===== config.mk =====
export PLATFORM = sky130hd
export DESIGN_NAME = mod_chain_counter
export DESIGN_NICKNAME = d
export VERILOG_FILES = /design/src/rtl/mod_chain_pkg.sv /design/src/rtl/mod_chain_stage.sv /design/src/rtl/mod_chain_counter.sv
export SDC_FILE = /design/constraint.sdc
export NUM_CORES = 1
export LEC_CHECK = 0
export ABC_AREA = 1
export ABC_CLOCK_PERIOD_IN_PS = 2000
export CAP_MARGIN = 40
export CORE_MARGIN = 3
export CORE_UTILIZATION = 41
export CTS_CLUSTER_SIZE = 10
export DETAILED_ROUTE_END_ITERATION = 10
export GPL_ROUTABILITY_DRIVEN = 0
export PLACE_DENSITY = 0.81
export REMOVE_ABC_BUFFERS = 1
export SLEW_MARGIN = 5
export SYNTH_ARGS = -nofsm -noshare
export SYNTH_HDL_FRONTEND = slang
export SYNTH_HIERARCHICAL = 1
export SYNTH_SLANG_ARGS = --single-unit

===== constraint.sdc =====
create_clock -name clk -period 2 [get_ports clk]
set_input_delay 0.4 -clock clk [delete_from_list [all_inputs] [get_ports clk]]
set_output_delay 0.4 -clock clk [all_outputs]
set_load 0.05 [all_outputs]

===== src/rtl/mod_chain_pkg.sv =====
// Shared constants and helpers for the modulo chain counter.
// Optional feature macro: MOD_CHAIN_UPDOWN_EN (enables down counting via dir).
package mod_chain_pkg;

  localparam int MODULUS_DEF    = 13;
  localparam int NUM_STAGES_DEF = 2;

  typedef enum logic {
    DIR_DOWN = 1'b0,
    DIR_UP   = 1'b1
  } dir_e;

  // Clamp a loaded digit into the legal 0..modulus-1 range.
  function automatic int sat_mod(input int val, input int modulus);
    return (val >= modulus) ? modulus - 1 : val;
  endfunction

endpackage


===== src/rtl/mod_chain_stage.sv =====
// One modulo-MODULUS digit: parallel load with saturation, single step per
// enabled edge, wrap at the terminal value, terminal flag from the register.
// Optional feature macro: MOD_CHAIN_UPDOWN_EN (adds down counting via dir).
module mod_chain_stage import mod_chain_pkg::*; #(
  parameter  int MODULUS = MODULUS_DEF,
  localparam int WIDTH   = $clog2(MODULUS)
) (
  input  logic             clk,
  input  logic             rst_n,
  input  logic             step,
  input  logic             load,
  input  logic [WIDTH-1:0] load_val,
  input  logic             dir,
  output logic [WIDTH-1:0] q,
  output logic             tc
);

  localparam logic [WIDTH-1:0] MAXV = WIDTH'(MODULUS - 1);
  localparam logic [WIDTH-1:0] ONE  = WIDTH'(1);

  logic [WIDTH-1:0] q_q, q_d;
  logic             at_max;

  assign at_max = (q_q == MAXV);
  assign q      = q_q;

`ifdef MOD_CHAIN_UPDOWN_EN
  logic at_min;
  assign at_min = (q_q == '0);
  // Terminal flag tracks dir combinationally so the chain carry follows it.
  assign tc = (dir == DIR_UP) ? at_max : at_min;
`else
  logic unused_dir;
  assign unused_dir = dir;
  assign tc = at_max;
`endif

  // Next digit value: load wins over step, otherwise hold.
  always_comb begin
    q_d = q_q;
    if (load) begin
      q_d = WIDTH'(sat_mod(int'(load_val), MODULUS));
    end else if (step) begin
`ifdef MOD_CHAIN_UPDOWN_EN
      if (dir == DIR_UP) q_d = at_max ? '0 : q_q + ONE;
      else               q_d = at_min ? MAXV : q_q - ONE;
`else
      q_d = at_max ? '0 : q_q + ONE;
`endif
    end
  end

  // Digit register, cleared asynchronously.
  always_ff @(posedge clk or negedge rst_n) begin
    if (!rst_n) q_q <= '0;
    else        q_q <= q_d;
  end

endmodule


===== src/rtl/mod_chain_counter.sv =====
// Cascade of NUM_STAGES modulo-MODULUS digits, stage 0 least significant.
// A stage steps only when all lower stages sit at their terminal value;
// carry_o flags the cycle before the whole chain wraps.
// Optional feature macro: MOD_CHAIN_UPDOWN_EN (up/down counting via dir).
module mod_chain_counter import mod_chain_pkg::*; #(
  parameter  int MODULUS    = MODULUS_DEF,
  parameter  int NUM_STAGES = NUM_STAGES_DEF,
  localparam int WIDTH      = $clog2(MODULUS)
) (
  input  logic                        clk,
  input  logic                        rst_n,
  input  logic                        en,
  input  logic                        load,
  input  logic [NUM_STAGES*WIDTH-1:0] load_val,
  input  logic                        dir,
  output logic [NUM_STAGES*WIDTH-1:0] qo,
  output logic [NUM_STAGES-1:0]       tc,
  output logic                        carry_o
);

  logic [NUM_STAGES-1:0]            step;
  logic [NUM_STAGES-1:0][WIDTH-1:0] q_arr;

  // Ripple the enable through the terminal flags; load blocks stepping and
  // reset gates the chain carry. load_val never reaches tc or carry_o.
  always_comb begin
    logic acc;
    step = '0;
    acc  = en & ~load;
    for (int k = 0; k < NUM_STAGES; k++) begin
      step[k] = acc;
      acc     = acc & tc[k];
    end
    carry_o = acc & rst_n;
  end

  for (genvar k = 0; k < NUM_STAGES; k++) begin : g_stage
    mod_chain_stage #(.MODULUS(MODULUS)) u_stage (
      .clk      (clk),
      .rst_n    (rst_n),
      .step     (step[k]),
      .load     (load),
      .load_val (load_val[k*WIDTH +: WIDTH]),
      .dir      (dir),
      .q        (q_arr[k]),
      .tc       (tc[k])
    );
  end

  assign qo = q_arr;

endmodule


# Yosys cells after proc, flatten, opt, wreduce, memory -nomap -nowiden
# Index checks and enable logic that the tools add are counted.
[word_totals]
reg_bits = 8
out_inout_bits = 11
elab_cells = 23
[classes]
addsub = 2
order_cmp = 2
eq_ne = 2
muxes = 8
bitwise_logic = 5
reduce_logical = 2
[op_table]
columns = ["operator", "n"]
rows = [
  ["4-bit two-way mux", 8],
  ["4-bit by 1-bit adder with 4-bit output, second input constant", 2],
  ["4-bit == test, second input constant", 2],
  ["4-bit greater-or-equal comparator, second input constant", 2],
  ["1-bit AND", 4],
  ["2-bit nonzero test", 2],
  ["1-bit inverter", 1],
]

# Depth between registers and ports, before layout
[logic_depth]
depth_word = 5
mapped_depth = 10
depth_no_buf = 10

# Modules after synthesis
# Netlist, hierarchy kept.
[modules_own_cells]
columns = ["module", "instances", "cells_each", "area_per_inst_um2"]
rows = [
  ["mod_chain_stage", 2, 38, 276.5],
  ["mod_chain_counter", 1, 7, 35.0],
]

# Least setup slack after synthesis
# No wires, ideal clock.
[synth_timing]
kind = "register -> output"
start = "register g_stage[0].u_stage.q_q[0]"
end = "output port carry_o"
arrival_time_ns = 1.957
setup_slack_ns = -0.357
stages_incl_launch_ff = 7
cell_sequence = "dfrtp_1 inv_1 ha_1 nand3_1 inv_1 nand3_2 nor2_2"
[synth_between]
elab_chain_len = 4
[synth_rtl]
columns = ["element", "line", "text"]
rows = [
  ["from (decl)", "mod_chain_stage.sv:21", "logic [WIDTH-1:0] q_q, q_d;"],
  ["from (signal assigned)", "mod_chain_stage.sv:56", "else q_q <= q_d;"],
  ["4-bit == test", "mod_chain_stage.sv:24", "assign at_max = (q_q == MAXV);"],
  ["via tc[0]", "mod_chain_counter.sv:17", "output logic [NUM_STAGES-1:0] tc,"],
  ["1-bit AND (2 in a row)", "mod_chain_counter.sv:32", "acc = acc & tc[k];"],
  ["1-bit AND", "mod_chain_counter.sv:34", "carry_o = acc & rst_n;"],
  ["to (decl)", "mod_chain_counter.sv:18", "output logic carry_o"],
]
# The timed path passes the listed nets, and every way through them passes these cells.

# Worst setup path in the final report
[layout_timing]
start = "register g_stage[1].u_stage.q_q[3]"
end = "output port qo[7]"
[layout_lines]
columns = ["element", "line", "text"]
rows = [
  ["from (decl)", "mod_chain_stage.sv:21", ""],
  ["from (signal assigned)", "mod_chain_stage.sv:56", ""],
  ["to (decl)", "mod_chain_counter.sv:16", "output logic [NUM_STAGES*WIDTH-1:0] qo,"],
]
# No word-level cell between the ends.

==> summary.md <==
| Metric | Value |
|---|---|
| Cells traversed along the worst timing path | `clkdlybuf4s50_1` |
| Number of rows created at floorplan | `13` |
| Worst skew pair latency | `250 ps` |
| Kind of cell adding the most delay to the critical path | `buffers and inverters` |
| Routed wire length | `1580 µm` |
| Max Transition Viols Final | `0` |
| Min Tclk post-route | `1930 ps` |
| Number of cells on the critical path | `1` |
| CTS Sinks | `8` |
| Total I/O pin count | `24` |
| Critical path fanouts, max | `5` |
| Post-detailed-placement half-perimeter wirelength | `1260 µm` |
| Number of endpoints failing setup at the final stage | `0` |
| Clock root buffer | `clkbuf_4` |
| Area of the mapped netlist | `588 µm²` |
| Worst EP arrival | `1530 ps` |
| R2R setup slack | `500 ps` |
| Core ar. | `1320 µm²` |
| CTS tree | `built` |
| Ratio of total power to cell area | `726 nW/µm²` |
| Area growth syn-to-layout | `57.2%` |
| Tot GR Track Use | `0.189` |
| Status | `finished clean` |
| Number of port buffers | `22` |
| Count of state elements after synthesis | `8` |
| DIE HEIGHT | `43.9 µm` |
| Pin count of the biggest net entering global routing | `14` |
| R2R depth | `10` |
| Max-cap violations | `0` |
| First-pass GRT wire length | `2660 µm` |
| Lkg Pwr | `0.481 nW` |
| Final worst setup slack | `74.1 ps` |
| Starting utilization of the core area | `0.446` |
| Violation count after the first detailed-route iteration | `42` |
| Worst hold path class | `in -> async` |
| Max-slew headroom | `0.672` |
| Crit share post-route | `0.963` |
| Share of cells above drive strength 1 | `0.239` |
| Number of search-and-repair iterations in the first detailed-routing pass | `4` |
| Number of nets still failing antenna checks after routing | `0` |
| Combined buffer and inverter count along the critical path | `1` |
| Number of vias per cell | `5.24` |
| Worst-path clk slew | `50 ps` |
| Maximum single-stage delay on the critical path | `840 ps` |
| Number of buffers between clock root and the deepest sink | `2` |
| Maximum VDD drop | `0.000490 V` |
| Wirelength per Cell | `12.3 µm` |
| Number of global-route vias before repair | `585` |
| Average footprint of a synthesized cell | `7.09 µm²` |
| Data required time at the worst endpoint | `1600 ps` |
| Die X-Extent | `43.9 µm` |
| Number of warnings reported in the yosys synthesis log | `6` |
| Initial antenna violation count | `0` |
| Residual overflow from global routing | `0` |
| Category of the critical setup timing path | `reg -> out` |
| Place WS | `223 ps` |
| Fmax | `0.519 GHz` |
| Distinct cells, synth | `15` |
| Worst setup skew after layout | `6.42 ps` |
| Ant diodes | `0` |
| Number of H-tree levels | `1` |
| Remaining DRCs | `0` |
| Number of vias after detailed routing | `671` |
| Count of filler cells inserted in the layout | `107` |
| Critical path startpoint category | `register` |
| Synthesized instance count | `83` |
| Worst hold slack across all endpoints | `505 ps` |
| Post-synthesis sequential area ratio | `0.340` |
| Cell with the largest stage delay on the worst path | `clkdlybuf4s50_1` |
| RSZ-0062 raised after global routing | `false` |
| Flip-flop count of the largest register, all copies and words added | `8` |
| CTS Buf Count | `3` |
| CP Capture Type | `primary output` |
| Total number of nets in the final design | `132` |
| Accumulated negative setup slack | `0 ps` |
| Transition at the pin with the smallest max-transition slack | `490 ps` |
| Final hold violation count | `0` |
| Die area | `1920 µm²` |
==> repair_timing <==
item,CTS,global route
buffers inserted,2,1
setup endpoints to repair,1,1
hold buffers,0,0
gates resized for setup,2,5
==> routing by layer <==
metal | vias to the layer above | GRT usage | routed length [µm] | part of all wire
li1 | 332 | - | - | -
met1 | 299 | 0.265 | 641 | 0.41
met2 | 36 | 0.282 | 784 | 0.50
met3 | 4 | 0.0664 | 144 | 0.091
met4 | 0 | 0.0361 | 7 | 0.0044
met5 | - | 0 | 0 | 0
==> power breakdown <==
group / switching [mW] / total (mW) / internal, mW / leakage, nW
Sequential: 0.0367 / 0.226 / 0.189 / 0.0922
Clock: 0.0511 / 0.120 / 0.0684 / 0.0138
Combinational: 0.199 / 0.326 / 0.126 / 0.375
==> logic make-up after synthesis <==
logic type      count (synthesis)  synth area share
xor+xnor                        2            0.0298
buf+inv                        19             0.121
simple gates                   38             0.300
fa+ha+maj                       4            0.0851
compound gates                 12             0.123
flops                           8             0.340
==> cell usage in the layout (no fill, tap or decap), types with 4 or more instances in the layout <==
cell type,count
nand3_1,10
a21oi_1,4
ha_1,4
nand2_1,15
buf_4,9
inv_2,4
clkdlybuf4s50_1,15
dfrtp_1,6
a22oi_1,4
nor2_1,5
inv_1,15
==> final cells by class <==
class | count | area, µm² | area share
Multi-Input combinational cell | 56 | 332 | 0.359
Timing Repair Buffer | 27 | 278 | 0.300
Sequential cell | 8 | 203 | 0.219
Inverter | 19 | 71.3 | 0.0771
Clock buffer | 3 | 22.5 | 0.0244
Tap cell | 15 | 18.8 | 0.0203
==> final timing paths <==
kind / startpoint / end
min: rst_n / g_stage[0].u_stage/q[1]
max in group asynchronous: rst_n / g_stage[1].u_stage/q[1]
max reg2reg: g_stage[0].u_stage/q[0] / g_stage[1].u_stage/q[0]
min reg2reg: g_stage[0].u_stage/q[0] / g_stage[0].u_stage/q[0]
max: g_stage[1].u_stage/q[3] / qo[7]
min in group clk: g_stage[0].u_stage/q[0] / g_stage[0].u_stage/q[0]
==> per-stage QoR <==
stage                     power [mW]  std cells  area [µm²]  utilization
after floorplan                0.412         83         588            -
after global placement         0.524        122         862        0.654
after detailed placement       0.532        122         862        0.654
after CTS                      0.667        127         900        0.683
after global routing           0.719        128         925        0.702
final                          0.671        128         925        0.702
==> Yosys cell counts, drive strengths merged <==
master   n  area share
a21oi    4       0.034
a22oi    4       0.051
ha       4       0.085
nand2   15       0.096
xor2     2       0.030
o21ai    2       0.017
a31oi    2       0.021
nor2     8       0.064
dfrtp    8        0.34
nand3   13        0.12
nand4    2       0.021
inv     19        0.12
No activity file was read; power rests on OpenSTA's default activity.
